### config.mk
export PLATFORM = sky130hd
export DESIGN_NAME = ram_word_ctrl_flat
export DESIGN_NICKNAME = d
export VERILOG_FILES = /design/src/rtl/ram_ctrl_pkg.sv /design/src/rtl/ram_word_ctrl_if.sv /design/src/rtl/ram_addr_decode.sv /design/src/rtl/ram_word_ctrl.sv /design/src/flat_wrapper.sv
export SDC_FILE = /design/constraint.sdc
export NUM_CORES = 1
export LEC_CHECK = 0
export ABC_AREA = 1
export ABC_CLOCK_PERIOD_IN_PS = 2200
export BUFFER_PORTS_ARGS = -buffer_cell sky130_fd_sc_hd__buf_4
export CAP_MARGIN = 0
export CORE_MARGIN = 8
export CORE_UTILIZATION = 50
export CTS_CLUSTER_SIZE = 28
export DETAILED_ROUTE_END_ITERATION = 7
export GPL_TIMING_DRIVEN = 1
export PLACE_DENSITY = 0.87
export RECOVER_POWER = 50
export SYNTH_ARGS = -nofsm -noshare
export SYNTH_HDL_FRONTEND = slang
export SYNTH_SLANG_ARGS = --single-unit
### constraint.sdc
create_clock -name clk -period 2.2 [get_ports clk]
set_input_delay 0.11 -clock clk [delete_from_list [all_inputs] [get_ports clk]]
set_output_delay 0.11 -clock clk [all_outputs]
set_load 0.005 [all_outputs]
### src/rtl/ram_ctrl_pkg.sv
// Shared types and constants for the word-level RAM request controller.
// Exports: state_e (controller FSM states), OP_RD / OP_WR request opcodes.
package ram_ctrl_pkg;

  localparam int unsigned STATE_W = 2;

  typedef enum logic [STATE_W-1:0] {
    IDLE    = 2'd0,
    ACCESS  = 2'd1,
    CAPTURE = 2'd2,
    RESP    = 2'd3
  } state_e;

  // Value of req_wr selecting each operation
  localparam logic OP_RD = 1'b0;
  localparam logic OP_WR = 1'b1;

endpackage

### src/rtl/ram_word_ctrl_if.sv
// Request/response bus between a requester and the RAM word controller.
// Request:  req_valid, req_ready, req_wr, req_addr[AW], req_wdata[WIDTH]
// Response: rsp_valid, rsp_ready, rsp_rdata[WIDTH], rsp_err
// master = requester side, slave = controller side.
interface ram_word_ctrl_if #(
  parameter int unsigned WIDTH = 8,
  parameter int unsigned AW    = 4
) ();

  logic             req_valid;
  logic             req_ready;
  logic             req_wr;
  logic [AW-1:0]    req_addr;
  logic [WIDTH-1:0] req_wdata;

  logic             rsp_valid;
  logic             rsp_ready;
  logic [WIDTH-1:0] rsp_rdata;
  logic             rsp_err;

  modport master (
    output req_valid, req_wr, req_addr, req_wdata, rsp_ready,
    input  req_ready, rsp_valid, rsp_rdata, rsp_err
  );

  modport slave (
    input  req_valid, req_wr, req_addr, req_wdata, rsp_ready,
    output req_ready, rsp_valid, rsp_rdata, rsp_err
  );

endinterface

### src/rtl/ram_addr_decode.sv
// Binary-to-one-hot word select decoder with enable and range flag.
// Ports: en_i (gate for onehot_o), addr_i[AW] word address,
//        onehot_o[DEPTH] one-hot select (zero when disabled or out of range),
//        out_of_range_o asserted when addr_i >= DEPTH (independent of en_i).
module ram_addr_decode #(
  parameter int unsigned DEPTH = 16,
  parameter int unsigned AW    = 4
) (
  input  logic             en_i,
  input  logic [AW-1:0]    addr_i,
  output logic [DEPTH-1:0] onehot_o,
  output logic             out_of_range_o
);

  always_comb begin
    out_of_range_o = (32'(addr_i) >= DEPTH);
    onehot_o       = '0;
    for (int unsigned i = 0; i < DEPTH; i++) begin
      if (en_i && (32'(addr_i) == i)) begin
        onehot_o[i] = 1'b1;
      end
    end
  end

endmodule

### src/rtl/ram_word_ctrl.sv
// Request-side controller for a 1-bit-cell RAM array: accepts word
// read/write requests, strobes SEL/READ/IN with array-safe timing, captures
// OUT on reads and returns exactly one response per accepted request.
// Ports: clk, rst_n (async, active-low)
//        bus     : request/response handshake (slave side)
//        sel_o   : one-hot word select to the array
//        read_o  : array mode, 1 = read/hold, 0 = write
//        in_o    : write data to the array
//        out_i   : read data from the selected word
module ram_word_ctrl
  import ram_ctrl_pkg::*;
#(
  parameter int unsigned WIDTH = 8,
  parameter int unsigned DEPTH = 16,
  parameter int unsigned AW    = 4
) (
  input  logic              clk,
  input  logic              rst_n,
  ram_word_ctrl_if.slave    bus,
  output logic [DEPTH-1:0]  sel_o,
  output logic              read_o,
  output logic [WIDTH-1:0]  in_o,
  input  logic [WIDTH-1:0]  out_i
);

  state_e           state_q, state_d;
  logic             wr_q, wr_d;
  logic [DEPTH-1:0] sel_q, sel_d;
  logic             read_q, read_d;
  logic [WIDTH-1:0] in_q, in_d;
  logic             rsp_valid_q, rsp_valid_d;
  logic [WIDTH-1:0] rsp_rdata_q, rsp_rdata_d;
  logic             rsp_err_q, rsp_err_d;

  logic [DEPTH-1:0] dec_onehot;
  logic             dec_oor;

  // Decode the incoming address only while a request can be accepted
  ram_addr_decode #(
    .DEPTH (DEPTH),
    .AW    (AW)
  ) u_decode (
    .en_i           ((state_q == IDLE) && bus.req_valid),
    .addr_i         (bus.req_addr),
    .onehot_o       (dec_onehot),
    .out_of_range_o (dec_oor)
  );

  // Next-state and registered-output logic.
  // The address and write data are held as sel_q / in_q from the accept
  // edge onward, so later changes on the request bus never reach the array.
  always_comb begin
    state_d     = state_q;
    wr_d        = wr_q;
    sel_d       = sel_q;
    read_d      = read_q;
    in_d        = in_q;
    rsp_valid_d = rsp_valid_q;
    rsp_rdata_d = rsp_rdata_q;
    rsp_err_d   = rsp_err_q;

    unique case (state_q)
      IDLE: begin
        if (bus.req_valid) begin
          wr_d = bus.req_wr;
          if (dec_oor) begin
            // Bad address: respond on the accept edge, never touch the array
            state_d     = RESP;
            rsp_valid_d = 1'b1;
            rsp_err_d   = 1'b1;
            rsp_rdata_d = '0;
          end else begin
            state_d = ACCESS;
            sel_d   = dec_onehot;
            read_d  = (bus.req_wr != OP_WR);
            in_d    = (bus.req_wr == OP_WR) ? bus.req_wdata : '0;
          end
        end
      end

      ACCESS: begin
        if (wr_q == OP_WR) begin
          // Cells store on the edge that leaves this state
          state_d     = RESP;
          sel_d       = '0;
          read_d      = 1'b1;
          in_d        = '0;
          rsp_valid_d = 1'b1;
          rsp_err_d   = 1'b0;
          rsp_rdata_d = '0;
        end else begin
          state_d = CAPTURE;
        end
      end

      CAPTURE: begin
        // Selected word has been on OUT for a full cycle; register it
        state_d     = RESP;
        sel_d       = '0;
        read_d      = 1'b1;
        rsp_valid_d = 1'b1;
        rsp_err_d   = 1'b0;
        rsp_rdata_d = out_i;
      end

      RESP: begin
        if (bus.rsp_ready) begin
          state_d     = IDLE;
          rsp_valid_d = 1'b0;
        end
      end

      default: begin
        state_d = IDLE;
      end
    endcase
  end

  // State and output registers; reset drops SEL and restores READ at once
  always_ff @(posedge clk or negedge rst_n) begin
    if (!rst_n) begin
      state_q     <= IDLE;
      wr_q        <= OP_RD;
      sel_q       <= '0;
      read_q      <= 1'b1;
      in_q        <= '0;
      rsp_valid_q <= 1'b0;
      rsp_rdata_q <= '0;
      rsp_err_q   <= 1'b0;
    end else begin
      state_q     <= state_d;
      wr_q        <= wr_d;
      sel_q       <= sel_d;
      read_q      <= read_d;
      in_q        <= in_d;
      rsp_valid_q <= rsp_valid_d;
      rsp_rdata_q <= rsp_rdata_d;
      rsp_err_q   <= rsp_err_d;
    end
  end

  // Ready is held low for the whole reset pulse, not just until the next edge
  assign bus.req_ready = rst_n && (state_q == IDLE);
  assign bus.rsp_valid = rsp_valid_q;
  assign bus.rsp_rdata = rsp_rdata_q;
  assign bus.rsp_err   = rsp_err_q;

  assign sel_o  = sel_q;
  assign read_o = read_q;
  assign in_o   = in_q;

endmodule

### src/flat_wrapper.sv
// flat-port wrapper written by rule: the top's interface ports become plain ports
module ram_word_ctrl_flat import ram_ctrl_pkg::*;
#(
  parameter int unsigned WIDTH = 8,
  parameter int unsigned DEPTH = 16,
  parameter int unsigned AW    = 4
)
  (clk, rst_n, sel_o, read_o, in_o, out_i, bus_req_valid, bus_req_wr, bus_req_addr, bus_req_wdata, bus_rsp_ready, bus_req_ready, bus_rsp_valid, bus_rsp_rdata, bus_rsp_err);
  ram_word_ctrl_if #(.WIDTH(WIDTH), .AW(AW)) bus_i ();
  input  logic clk;
  input  logic rst_n;
  output logic [DEPTH-1:0] sel_o;
  output logic read_o;
  output logic [WIDTH-1:0] in_o;
  input  logic [WIDTH-1:0] out_i;
  input wire logic [$bits(bus_i.req_valid)-1:0] bus_req_valid;
  input wire logic [$bits(bus_i.req_wr)-1:0] bus_req_wr;
  input wire logic [$bits(bus_i.req_addr)-1:0] bus_req_addr;
  input wire logic [$bits(bus_i.req_wdata)-1:0] bus_req_wdata;
  input wire logic [$bits(bus_i.rsp_ready)-1:0] bus_rsp_ready;
  output wire logic [$bits(bus_i.req_ready)-1:0] bus_req_ready;
  output wire logic [$bits(bus_i.rsp_valid)-1:0] bus_rsp_valid;
  output wire logic [$bits(bus_i.rsp_rdata)-1:0] bus_rsp_rdata;
  output wire logic [$bits(bus_i.rsp_err)-1:0] bus_rsp_err;
  assign bus_i.req_valid = bus_req_valid;
  assign bus_i.req_wr = bus_req_wr;
  assign bus_i.req_addr = bus_req_addr;
  assign bus_i.req_wdata = bus_req_wdata;
  assign bus_i.rsp_ready = bus_rsp_ready;
  assign bus_req_ready = bus_i.req_ready;
  assign bus_rsp_valid = bus_i.rsp_valid;
  assign bus_rsp_rdata = bus_i.rsp_rdata;
  assign bus_rsp_err = bus_i.rsp_err;
  ram_word_ctrl #(.WIDTH(WIDTH), .DEPTH(DEPTH), .AW(AW)) u_core (.clk(clk), .rst_n(rst_n), .bus(bus_i), .sel_o(sel_o), .read_o(read_o), .in_o(in_o), .out_i(out_i));
endmodule
---- Word-level counts from Yosys, hierarchy flattened ----
Index checks and enable logic that the tools add are counted.
storage, ports and cells
  register bits ........................... 38
  latch bits .............................. 0
  memory bits (writable) .................. 0
  bits in read-only memories .............. 0
  bits of input ports ..................... 25
  output and inout bits ................... 36
  logic and storage cells ................. 95
  memories ................................ 0
operators by class
  $add $sub $neg .......................... 0
  $mul .................................... 0
  div/mod/pow operators ................... 0
  order comparisons ....................... 0
  eq/ne operators ......................... 21
  shifts and indexed selects .............. 0
  muxes and demuxes ....................... 35
  bitwise operators ....................... 2
  reductions and logical operators ........ 29
operator list
  operator              number
  $pmux W16 S3          1
  $eq A4 B4 Y1 const B  8
  $mux W16              2
  $pmux W8 S2           2
  $mux W8               3
  $mux W1               21
  $logic_and A1 B1 Y1   18
  $eq A4 B3 Y1 const B  4
  $reduce_and A3 Y1     3
  $eq A4 B2 Y1 const B  2
  $pmux W2 S4           1
  $pmux W1 S3           2
  $reduce_and A2 Y1     3
  $eq A2 B2 Y1 const B  2
  $eq A4 B1 Y1 const B  1
  $logic_not A4 Y1      1
  $mux W2               2
  $ne A2 B2 Y1 const B  2
  $reduce_bool A2 Y1    2
  $reduce_bool A3 Y1    1
  $eq A2 B1 Y1 const B  1
  $logic_not A2 Y1      1
  $ne A2 B1 Y1 const B  1
  $not A1 Y1            2
  $pmux W1 S2           1

---- Depth between registers and ports, before layout ----
Gate-level depths: netlist (run 1).
  depth in word-level cells ............... 6
  depth in mapped cells ................... 8
  gate-level depth less buffers ........... 8

---- Hierarchy ----
From an unflattened synthesis (run 1), not the netlist that was laid out.
unflattened totals
  cells, all modules ...................... 304
  area, all modules ....................... 2113.3 µm²
by module, submodules not included
  module           times used  cells each  area an instance (µm²)  seq. area each (µm²)
  ram_word_ctrl    1           269         1961.9                  952.2
  ram_addr_decode  1           35          151.4                   0.0

---- Worst setup path after synthesis (run 1) ----
No wires, ideal clock.
  kind .................................... reg2reg
  start point ............................. register u_core.state_q[0]
  end point ............................... register u_core.sel_q[10] (netlist: u_core.sel_o[10])
  setup time .............................. 0.116 ns
  arrival ................................. 1.323 ns
  data required time ...................... 2.084 ns
  slack ................................... 0.760 ns
  stages on the path, launching flop included .. 8
  path buffers ............................ 1
  period minus slack after synthesis ...... 1.440 ns
  cell sequence ........................... dfrtp_1 inv_1 ha_1 nor2_2 nor2_4 buf_4 nand2_1 nand2_1
on the way
  longest elaborated chain between the ends .. 6
  elaborated cells between the ends (all ways) .. 12
  classes of those cells .................. 4 x eq/ne; 3 x mux; 5 x reduce/logical
RTL lines
  item                      RTL line                                  source
  start: declaration        ram_word_ctrl.sv:26                       state_e state_q, state_d;
  start signal: assignment  ram_word_ctrl.sv:131                      state_q <= state_d;
  $logic_not A2 Y1          ram_word_ctrl.sv:43, ram_word_ctrl.sv:62
  $logic_and A1 B1 Y1       ram_word_ctrl.sv:43                       .en_i ((state_q == IDLE) && bus.req_valid),
  $logic_and A1 B1 Y1       ram_addr_decode.sv:19                     if (en_i && (32'(addr_i) == i)) begin
  $mux W1                   ram_addr_decode.sv:19
  $mux W16                  ram_word_ctrl.sv:64                       if (bus.req_valid) begin
  $pmux W16 S3              ram_word_ctrl.sv:62                       unique case (state_q)
  end signal: assignment    ram_word_ctrl.sv:133                      sel_q <= sel_d;
  end: declaration          ram_word_ctrl.sv:28                       logic [DEPTH-1:0] sel_q, sel_d;
Parallel ways exist; a longest one is shown, timed or not. The select of a mux whose other input is x is not followed.
A chain may end at the register's enable or synchronous reset.

---- Final worst setup path (run 1) ----
  start point ............................. input port rst_n
  end point ............................... output port bus_req_ready
on the way
  longest elaborated chain between the ends .. 1
RTL lines
  item                 RTL line              source
  start: declaration   flat_wrapper.sv:11    input logic rst_n;
  $logic_and A1 B1 Y1  ram_word_ctrl.sv:143  assign bus.req_ready = rst_n && (state_q == IDLE);
  end: declaration     flat_wrapper.sv:21    output wire logic [$bits(bus_i.req_ready)-1:0] bus_req_ready;
No other way between the ends.

==> results.txt, run 1 <==
status: finished clean
initial antenna violation count: 0
crit path kind: primary input to output pin
# DRC: 0
Setup violations, final: 0
Clock Latency Late Sink: 0.29 ns
DP Wirelength: 3.29 mm
GRT Overall Usage: 0.156
worst reg2reg setup slack: 0.51 ns
Mapped Avg Cell Area: 7.92 um2
Arrival @ worst endpoint: 1.66 ns
WL/cell: 12.7 um
Setup TNS: 0 ns
area leader, netlist: dfrtp_1
FILL cells: 324
Inst Count DP: 336
Worst-path clk slew: 0.07 ns
Worst-Margin Slew: 0.921 ns
CTS buffer count: 5
data required time at the worst endpoint: 2.09 ns
multi-input logic area: 827 um2
n_diodes: 0
fin cells: 345
Slew Viols, Final: 0
r2r startpoint: u_core.state_q[1]
CP startpoint kind: primary input
RSZ-0062 raised after global routing: no
slowest stage delay, CP: 0.70 ns
Tmin final: 1.77 ns
Die Span X: 77.4 um
TritonRoute pass-1 iters: 4
Worst Clk Skew: 0.00777 ns
Synth Cell Area: 0.00188 mm2
die height: 77.4 um
Hold Crit Depth: 3
row count: 22
1st-iter DRT viols: 96
Root Buffer: clkbuf_8
Yosys cell types: 25
PwrDens: 1250 mW/mm2
Max transition margin: 0.386
Antenna Nets Post-Route: 0
vias in the first global route: 1642
first-pass GRT wire length: 7.61 mm
post-CTS sizing: 0
placeable core area: 0.00363 mm2
# port buffers: 59
clk buf depth: 2
Seq/Total Area, Yosys: 0.492
I/O pins: 61
CTS tree: built
fmax: 0.564 GHz
Worst Path Max Fanout: 38
fin crit share: 0.806
Routed WL: 4.39 mm
routability cong.: 0.818
number of synthesized register bits: 37
number of max-cap violations: 0
Synth warnings: 0
worst hold path type: primary input to flop
Cells after Synth: 238
Yosys top cell area share: 0.478
VDD IR-drop max: 721 uV
largest net degree at the start of global routing: 39
critical-path cell list: dlygate4sd3_1 > clkbuf_2 > nand2_1 > inv_1 > buf_4
Vias/cell: 4.86
Die ar.: 0.00599 mm2
hold_sp: out_i[7]
initial core utilization: 0.519
Fin. Hold Viols: 0
Leak: 1.34 nW
share of cells above drive strength 1: 0.283
GRT overflow: 0
post-synth net total: 268
H-tree depth: 2
CTS sink count: 37
hold endpoint: u_core.bus.rsp_rdata[7]
P&R area growth vs syn: 27.4%
NumNets Final: 326
crit path capture type: output pin
Post-Route Utilization: 0.660
Sequential Area: 927 um2
worst reg2reg path depth: 7
dominant cells by area after synthesis: dfrtp_1 48%, nand2_1 20%, nor2_1 5.6%, nand2_2 4.3%, ha_1 3.3%
worst reg2reg endpoint: u_core.sel_o[5]
DR vias: 1675
slowest CP cell: clkbuf_2
==> through the flow <==
stage	cell area (um2)	setup slack [ns]	power, mW	hold WS, ns
after CTS	2410	0.512	3.06	0.0769
final	2400	0.427	3.00	0.0806
after floorplan	1880	0.760	2.17	-0.186
after detailed placement	2310	0.532	2.56	0.0977
after global routing	2400	0.202	3.27	0.102
after global placement	2310	0.584	2.52	0.0974
==> registers in the layout (all words and copies together) (netlist names) <==
name	count
u_core.read_o	1
u_core.bus.rsp_valid	1
u_core.sel_o	16
u_core.bus.rsp_rdata	8
u_core.wr_q	1
u_core.state_q	2
u_core.in_o	8
==> placed cells by master, fill, tap and decap left out <==
cell	synthesis	routed
inv_2	2	2
clkbuf_4	0	14
nand2_4	2	2
ha_1	5	5
o21ai_1	2	2
buf_4	4	41
nand4_1	8	8
nand2_1	99	99
conb_1	1	1
nand2_2	13	13
dfrtp_1	36	36
nand3_1	4	4
inv_1	13	13
nor2_2	1	1
nand3_4	1	1
dfstp_2	1	1
nor2_1	28	28
clkbuf_8	0	6
clkbuf_1	1	5
clkbuf_2	0	1
nand3_2	1	1
nor2_4	1	1
o21ai_0	10	10
dlygate4sd3_1	0	1
a21oi_1	1	1
==> cells by family after synthesis <==
family,share of synthesized area
flip-flops,0.492
AND/OR/NAND/NOR,0.369
AO/OA/AOI/OAI,0.0345
other,0.00199
adder cells (fa/ha/maj),0.0332
buffers and inverters,0.0691
==> synthesized netlist by cell type, drive strengths merged <==
library cell / count
nor2: 30
conb: 1
o21ai: 12
ha: 5
nand2: 114
buf: 8
nand3: 6
dfstp: 1
clkbuf: 1
dfrtp: 36
nand4: 8
a21oi: 1
inv: 15
==> critical path, delay by kind of cell <==
kind | cells | cell delay, ns
buffers and inverters | 4 | 1.41
and+or+nand+nor | 1 | 0.11
==> final cells by class <==
cell class	instances	share of cell area
Multi-Input combinational cell	177	0.345
Clock buffer	8	0.0375
Inverter	15	0.0235
Tap cell	48	0.0250
Timing Repair Buffer	60	0.183
Sequential cell	37	0.386
==> what timing repair did <==
action / in CTS / in global routing
hold buffers: 1 / 0
setup buffers: 0 / 0
endpoints found under the hold margin: 36 / 0
==> worst max path at each step <==
stage,depth (start not counted),slack (ns),end,startpoint
after floorplan,7,0.76,u_core.sel_o[10],u_core.state_q[0]
after global placement,7,0.58,u_core.sel_o[1],u_core.state_q[1]
after detailed placement,7,0.53,u_core.sel_o[5],u_core.state_q[1]
after CTS,7,0.51,u_core.sel_o[5],u_core.state_q[1]
after global routing,5,0.20,bus_req_ready,rst_n
final,5,0.43,bus_req_ready,rst_n
==> power breakdown <==
part	leakage (nW)	internal [mW]	switching, mW
Sequential	0.495	0.896	0.125
Combinational	0.797	0.528	0.963
Clock	0.0455	0.255	0.231
Total	1.34	1.68	1.32
==> routing by layer <==
layer  part of all wire  global-route usage  vias to the layer above
li1                   -                   -                      849
met1               0.43               0.177                      771
met5                  0                   0                        -
met4              0.019              0.0755                        0
met2               0.47               0.248                       49
met3              0.081              0.0668                        6
Note: power is estimated with default switching activity, not from simulation.
==> inputs of run 2 (changes only) <==
--- a/config.mk
+++ b/config.mk
@@ -6,15 +6,15 @@
 export NUM_CORES = 1
 export LEC_CHECK = 0
 export ABC_AREA = 1
-export ABC_CLOCK_PERIOD_IN_PS = 2200
+export ABC_CLOCK_PERIOD_IN_PS = 1500
 export BUFFER_PORTS_ARGS = -buffer_cell sky130_fd_sc_hd__buf_4
 export CAP_MARGIN = 0
 export CORE_MARGIN = 8
-export CORE_UTILIZATION = 50
+export CORE_UTILIZATION = 45
 export CTS_CLUSTER_SIZE = 28
 export DETAILED_ROUTE_END_ITERATION = 7
 export GPL_TIMING_DRIVEN = 1
-export PLACE_DENSITY = 0.87
+export PLACE_DENSITY = 0.83
 export RECOVER_POWER = 50
 export SYNTH_ARGS = -nofsm -noshare
 export SYNTH_HDL_FRONTEND = slang
==> constraint.sdc (replaced) <==
create_clock -name clk -period 1.5 [get_ports clk]
set_input_delay 0.075 -clock clk [delete_from_list [all_inputs] [get_ports clk]]
set_output_delay 0.075 -clock clk [all_outputs]
set_load 0.005 [all_outputs]
==> run 2 against run 1 <==
- clock skew barely moved
- clock-buffer cell count fell by 1
- critical path depth rose by 3
- power rose by 63%
- flip-flop and latch count did not move
- routed wire length rose by 6.1%
- largest cell class unchanged
- largest power group unchanged
==> results.txt, run 2 (synthesis results as in run 1) <==
data required time at the worst endpoint: 1.68 ns
Fin. Hold Viols: 0
row count: 23
fmax: 0.694 GHz
first-pass GRT wire length: 7.53 mm
Setup violations, final: 0
FILL cells: 358
Tmin final: 1.44 ns
worst reg2reg path depth: 8
worst reg2reg endpoint: u_core.sel_o[1]
largest net degree at the start of global routing: 22
GRT overflow: 0
Leak: 1.39 nW
TritonRoute pass-1 iters: 4
GRT Overall Usage: 0.146
P&R area growth vs syn: 34.5%
Die ar.: 0.00651 mm2
fin crit share: 0.961
DR vias: 1703
clk buf depth: 2
1st-iter DRT viols: 55
vias in the first global route: 1692
CP startpoint kind: flop
number of cells on the critical path: 8
critical-path cell list: inv_2 > ha_4 > nand2_2 > nand2_2 > nor2_4 > buf_12 > nand2_1 > nand2_1
overall power: 4.90 mW
CP Launch Point: u_core.state_q[0]
Routed WL: 4.65 mm
CTS tree: built
slowest CP cell: dfrtp_2
slowest stage delay, CP: 0.45 ns
Arrival @ worst endpoint: 1.62 ns
max FFs per register: 16
most common cell after layout, fill and taps aside: nand2_1
Worst setup endpoint: u_core.sel_o[1]
Worst Clk Skew: 0.00729 ns
# port buffers: 59
routability cong.: 0.859
commonest non-fill, non-tap cells in the layout: 98 x nand2_1, 52 x buf_4, 35 x dfrtp_1
Die Span X: 80.7 um
RSZ-0062 raised after global routing: yes
crit path kind: flop to flop
Clock Latency Late Sink: 0.29 ns
worst reg2reg setup slack: 0.06 ns
initial antenna violation count: 0
Max transition margin: 0.664
die height: 80.7 um
crit path capture type: flop
CTS buffer count: 5
Post-Route Utilization: 0.629
placeable core area: 0.00403 mm2
PwrDens: 1930 mW/mm2
WP buf/inv: 2
n_diodes: 0
H-tree depth: 2
Vias/cell: 4.82
initial core utilization: 0.468
number of max-cap violations: 0
NumNets Final: 333
Worst Path Max Fanout: 17
status: finished clean
Worst-path clk slew: 0.07 ns
VDD IR-drop max: 1130 uV
I/O pins: 61
Slew Viols, Final: 0
Root Buffer: clkbuf_8
Antenna Nets Post-Route: 0
CTS sink count: 37
WL/cell: 13.2 um
# DRC: 0
Worst-Margin Slew: 0.505 ns
kind of cell adding the most delay to the critical path: flip-flops
worst hold path type: primary input to flop
share of cells above drive strength 1: 0.337
DP Wirelength: 3.40 mm
r2r startpoint: u_core.state_q[0]
## run 2: layout make-up
type	instances	area, um2	area share
sequential	37	928	0.366
multi-input combinational	178	897	0.354
timing repair buffer	66	504	0.199
clock buffer	7	86.3	0.0341
tap	50	62.6	0.0247
inverter	15	56.3	0.0222
## run 2: how the worst min path moves through the flow
| stage | slack [ns] | cells after the start | start | end |
|---|---|---|---|---|
| 6_report | 0.05 | 3 | out_i[2] | u_core.bus.rsp_rdata[2] |
| 4_1_cts | 0.04 | 3 | out_i[2] | u_core.bus.rsp_rdata[2] |
| 3_5_place_dp | -0.05 | 1 | rst_n | u_core.in_o[0] |
| 2_1_floorplan | -0.22 | 0 | rst_n | u_core.bus.rsp_rdata[0] |
| 5_1_grt | 0.06 | 3 | out_i[3] | u_core.bus.rsp_rdata[3] |
| 3_3_place_gp | -0.05 | 1 | rst_n | u_core.in_o[0] |
## run 2: timing repair
item,CTS,global route
setup buffers,0,0
setup endpoints to repair,17,33
cloned,1,0
gates resized for setup,2,13
hold buffers,1,0
endpoints found under the hold margin,36,0
pin swaps,0,1
## run 2: where the power goes
group          internal (mW)  leakage (nW)  switching (mW)
Combinational           1.09         0.848            1.60
Clock                  0.364        0.0443           0.336
Sequential              1.32         0.494           0.187
## run 2: metal layers
layer,up-vias,routed length (um),track usage
met5,-,0,0
li1,864,-,-
met4,0,65,0.0571
met3,6,332,0.0402
met2,55,2160,0.245
met1,778,2100,0.174
## run 2: metrics by stage
| stage | setup TNS [ns] | hold slack (ns) | worst slack, ns | instances | cell area, um2 |
|---|---|---|---|---|---|
| after floorplan | 0 | -0.221 | 0.0604 | 238 | 1880 |
| after global placement | 0 | -0.0503 | 0.0369 | 344 | 2370 |
| after detailed placement | -0.175 | -0.0453 | -0.0406 | 344 | 2370 |
| after CTS | 0 | 0.0449 | 0.00141 | 353 | 2490 |
| after global routing | -0.145 | 0.0648 | -0.0251 | 353 | 2530 |
| final | 0 | 0.0497 | 0.0592 | 353 | 2530 |
## run 2: worst min-delay path: stages
cell	delay (ns)
buf_4	0.10
nand2_1	0.05
o21ai_1	0.06
==> inputs of run 3 (changes only) <==
--- a/config.mk
+++ b/config.mk
@@ -10,11 +10,11 @@
 export BUFFER_PORTS_ARGS = -buffer_cell sky130_fd_sc_hd__buf_4
 export CAP_MARGIN = 0
 export CORE_MARGIN = 8
-export CORE_UTILIZATION = 45
-export CTS_CLUSTER_SIZE = 28
+export CORE_UTILIZATION = 47
+export CTS_BUF_LIST = sky130_fd_sc_hd__clkbuf_4 sky130_fd_sc_hd__clkbuf_8
 export DETAILED_ROUTE_END_ITERATION = 7
 export GPL_TIMING_DRIVEN = 1
-export PLACE_DENSITY = 0.83
+export PLACE_DENSITY = 0.86
 export RECOVER_POWER = 50
 export SYNTH_ARGS = -nofsm -noshare
 export SYNTH_HDL_FRONTEND = slang
==> run 3 against run 2 <==
- flip-flop and latch count unchanged
- first-iteration DRC count increased by 7.3%
- worst setup slack improved by 0.0099 ns
- sequential power about the same
- final cell count increased by 0.57%
- largest cell class is now multi-input combinational cells
- worst hold slack got worse by 0.0081 ns
- power increased by 5.4%
- largest power group unchanged
- die area decreased by 3.4%
- core utilization increased by 2.9 points
- maximum frequency increased by 0.69%
==> results.txt, run 3 (synthesis results as in run 1) <==
status: finished clean
number of cells on the critical path: 7
Die Span X: 79.3 um
vias in the first global route: 1743
# port buffers: 59
fin crit share: 0.954
data required time at the worst endpoint: 1.69 ns
Slew Viols, Final: 0
DP Wirelength: 3.40 mm
setup ws final: 0.0690 ns
slowest CP cell: dfrtp_2
Post-Route Utilization: 0.659
fmax: 0.699 GHz
worst reg2reg path depth: 7
Setup violations, final: 0
crit path capture type: flop
slowest stage delay, CP: 0.45 ns
worst hold path type: primary input to flop
clk buf depth: 2
WP buf/inv: 2
Worst setup endpoint: u_core.sel_o[5]
Combinational Power Share: 0.532
Leak: 1.41 nW
GRT overflow: 0
routability cong.: 0.818
n_diodes: 0
WL/cell: 13.4 um
share of cells above drive strength 1: 0.361
CTS sink count: 37
# DRC: 0
most common cell after layout, fill and taps aside: nand2_1
CP Launch Point: u_core.state_q[0]
CP startpoint kind: flop
1st-iter DRT viols: 59
Worst-Margin Slew: 0.559 ns
initial antenna violation count: 0
PwrDens: 1990 mW/mm2
worst hold margin: 0.0416 ns
Area after DPL: 0.00235 mm2
Worst Path Max Fanout: 12
die height: 79.3 um
post-place setup slack: -0.0486 ns
worst reg2reg setup slack: 0.07 ns
Antenna Nets Post-Route: 0
initial core utilization: 0.478
overall power: 5.16 mW
max FFs per register: 16
design area: 0.00260 mm2
cell-internal power: 2.97 mW
CTS buffer count: 5
Setup TNS: 0 ns
Die ar.: 0.00629 mm2
CTS tree: built
Root Buffer: clkbuf_8
Inst Count DP: 343
fin cells: 355
critical-path cell list: inv_2 > ha_4 > nor2_4 > nor2_4 > buf_4 > nand2_1 > nand2_1
kind of cell adding the most delay to the critical path: flip-flops
crit path kind: flop to flop
power share of the clock group: 0.178
sequential power share: 0.291
worst reg2reg endpoint: u_core.sel_o[5]
Max transition margin: 0.627
GRT Overall Usage: 0.158
largest net degree at the start of global routing: 24
NumNets Final: 334
Routed WL: 4.77 mm
number of max-cap violations: 0
Vias/cell: 4.90
Switching Share: 0.425
H-tree depth: 2
commonest non-fill, non-tap cells in the layout: 98 x nand2_1, 48 x buf_4, 35 x dfrtp_1
Arrival @ worst endpoint: 1.62 ns
Fin. Hold Viols: 0
Worst-path clk slew: 0.07 ns
first-pass GRT wire length: 7.91 mm
row count: 23
r2r startpoint: u_core.state_q[0]
placeable core area: 0.00394 mm2
Tmin final: 1.43 ns
I/O pins: 61
Worst Clk Skew: 0.00930 ns
P&R area growth vs syn: 37.8%
switching pwr: 2.20 mW
TritonRoute pass-1 iters: 5
VDD IR-drop max: 1260 uV
DR vias: 1741
Clock Latency Late Sink: 0.30 ns
## run 3: changes by cell type in the layout (fill, tap and decap cells not counted), moves of 2 or more
cell,before,now
clkbuf_1,2,0
nand3_1,4,2
clkbuf_4,10,17
nand2_4,2,4
nand2_2,14,12
buf_4,52,48
## run 3: layer usage
metal | part of all wire | track usage | vias up
met4 | 0.025 | 0.0667 | 0
met5 | 0 | 0 | -
met2 | 0.48 | 0.249 | 63
met1 | 0.42 | 0.186 | 805
met3 | 0.077 | 0.0632 | 11
li1 | - | - | 862
## run 3: what timing repair did
action                                  4_1_cts  5_1_grt
setup buffers                                 2        0
hold endpoints to repair                     36        0
endpoints found under the setup margin       17       33
hold buffers                                  1        0
pin swaps                                     1        0
resized for setup                             2       21
gates cloned                                  1        0
## run 3: cell type report
type | instances | area (um2)
fill | 327 | 1350
multi-input combinational | 178 | 930
sequential | 37 | 928
timing repair buffer | 67 | 499
clock buffer | 7 | 90.1
tap | 50 | 62.6
inverter | 15 | 56.3
clock inverter | 1 | 30.0
## run 3: tightest hold or removal path: stages
cell	delay [ns]
buf_4	0.11
nand2_1	0.05
o21ai_1	0.06
## run 3: how the worst min path moves through the flow
stage | slack [ns] | cells after the start | endpoint | start
3_3_place_gp | -0.05 | 1 | u_core.in_o[6] | rst_n
5_1_grt | 0.03 | 3 | u_core.bus.rsp_rdata[2] | out_i[2]
2_1_floorplan | -0.22 | 0 | u_core.bus.rsp_rdata[0] | rst_n
6_report | 0.04 | 3 | u_core.bus.rsp_rdata[7] | out_i[7]
4_1_cts | 0.04 | 3 | u_core.bus.rsp_rdata[7] | out_i[7]
3_5_place_dp | -0.05 | 1 | u_core.in_o[6] | rst_n
## run 3: power groups by stage
stage | Combinational, mW | Clock (mW) | Sequential (mW)
final | 2.74 | 0.917 | 1.50
after global routing | 3.06 | 0.981 | 1.54
after CTS | 2.51 | 0.932 | 1.49
after detailed placement | 2.34 | 0 | 1.50
after global placement | 2.28 | 0 | 1.50
after floorplan | 1.66 | 0 | 1.51
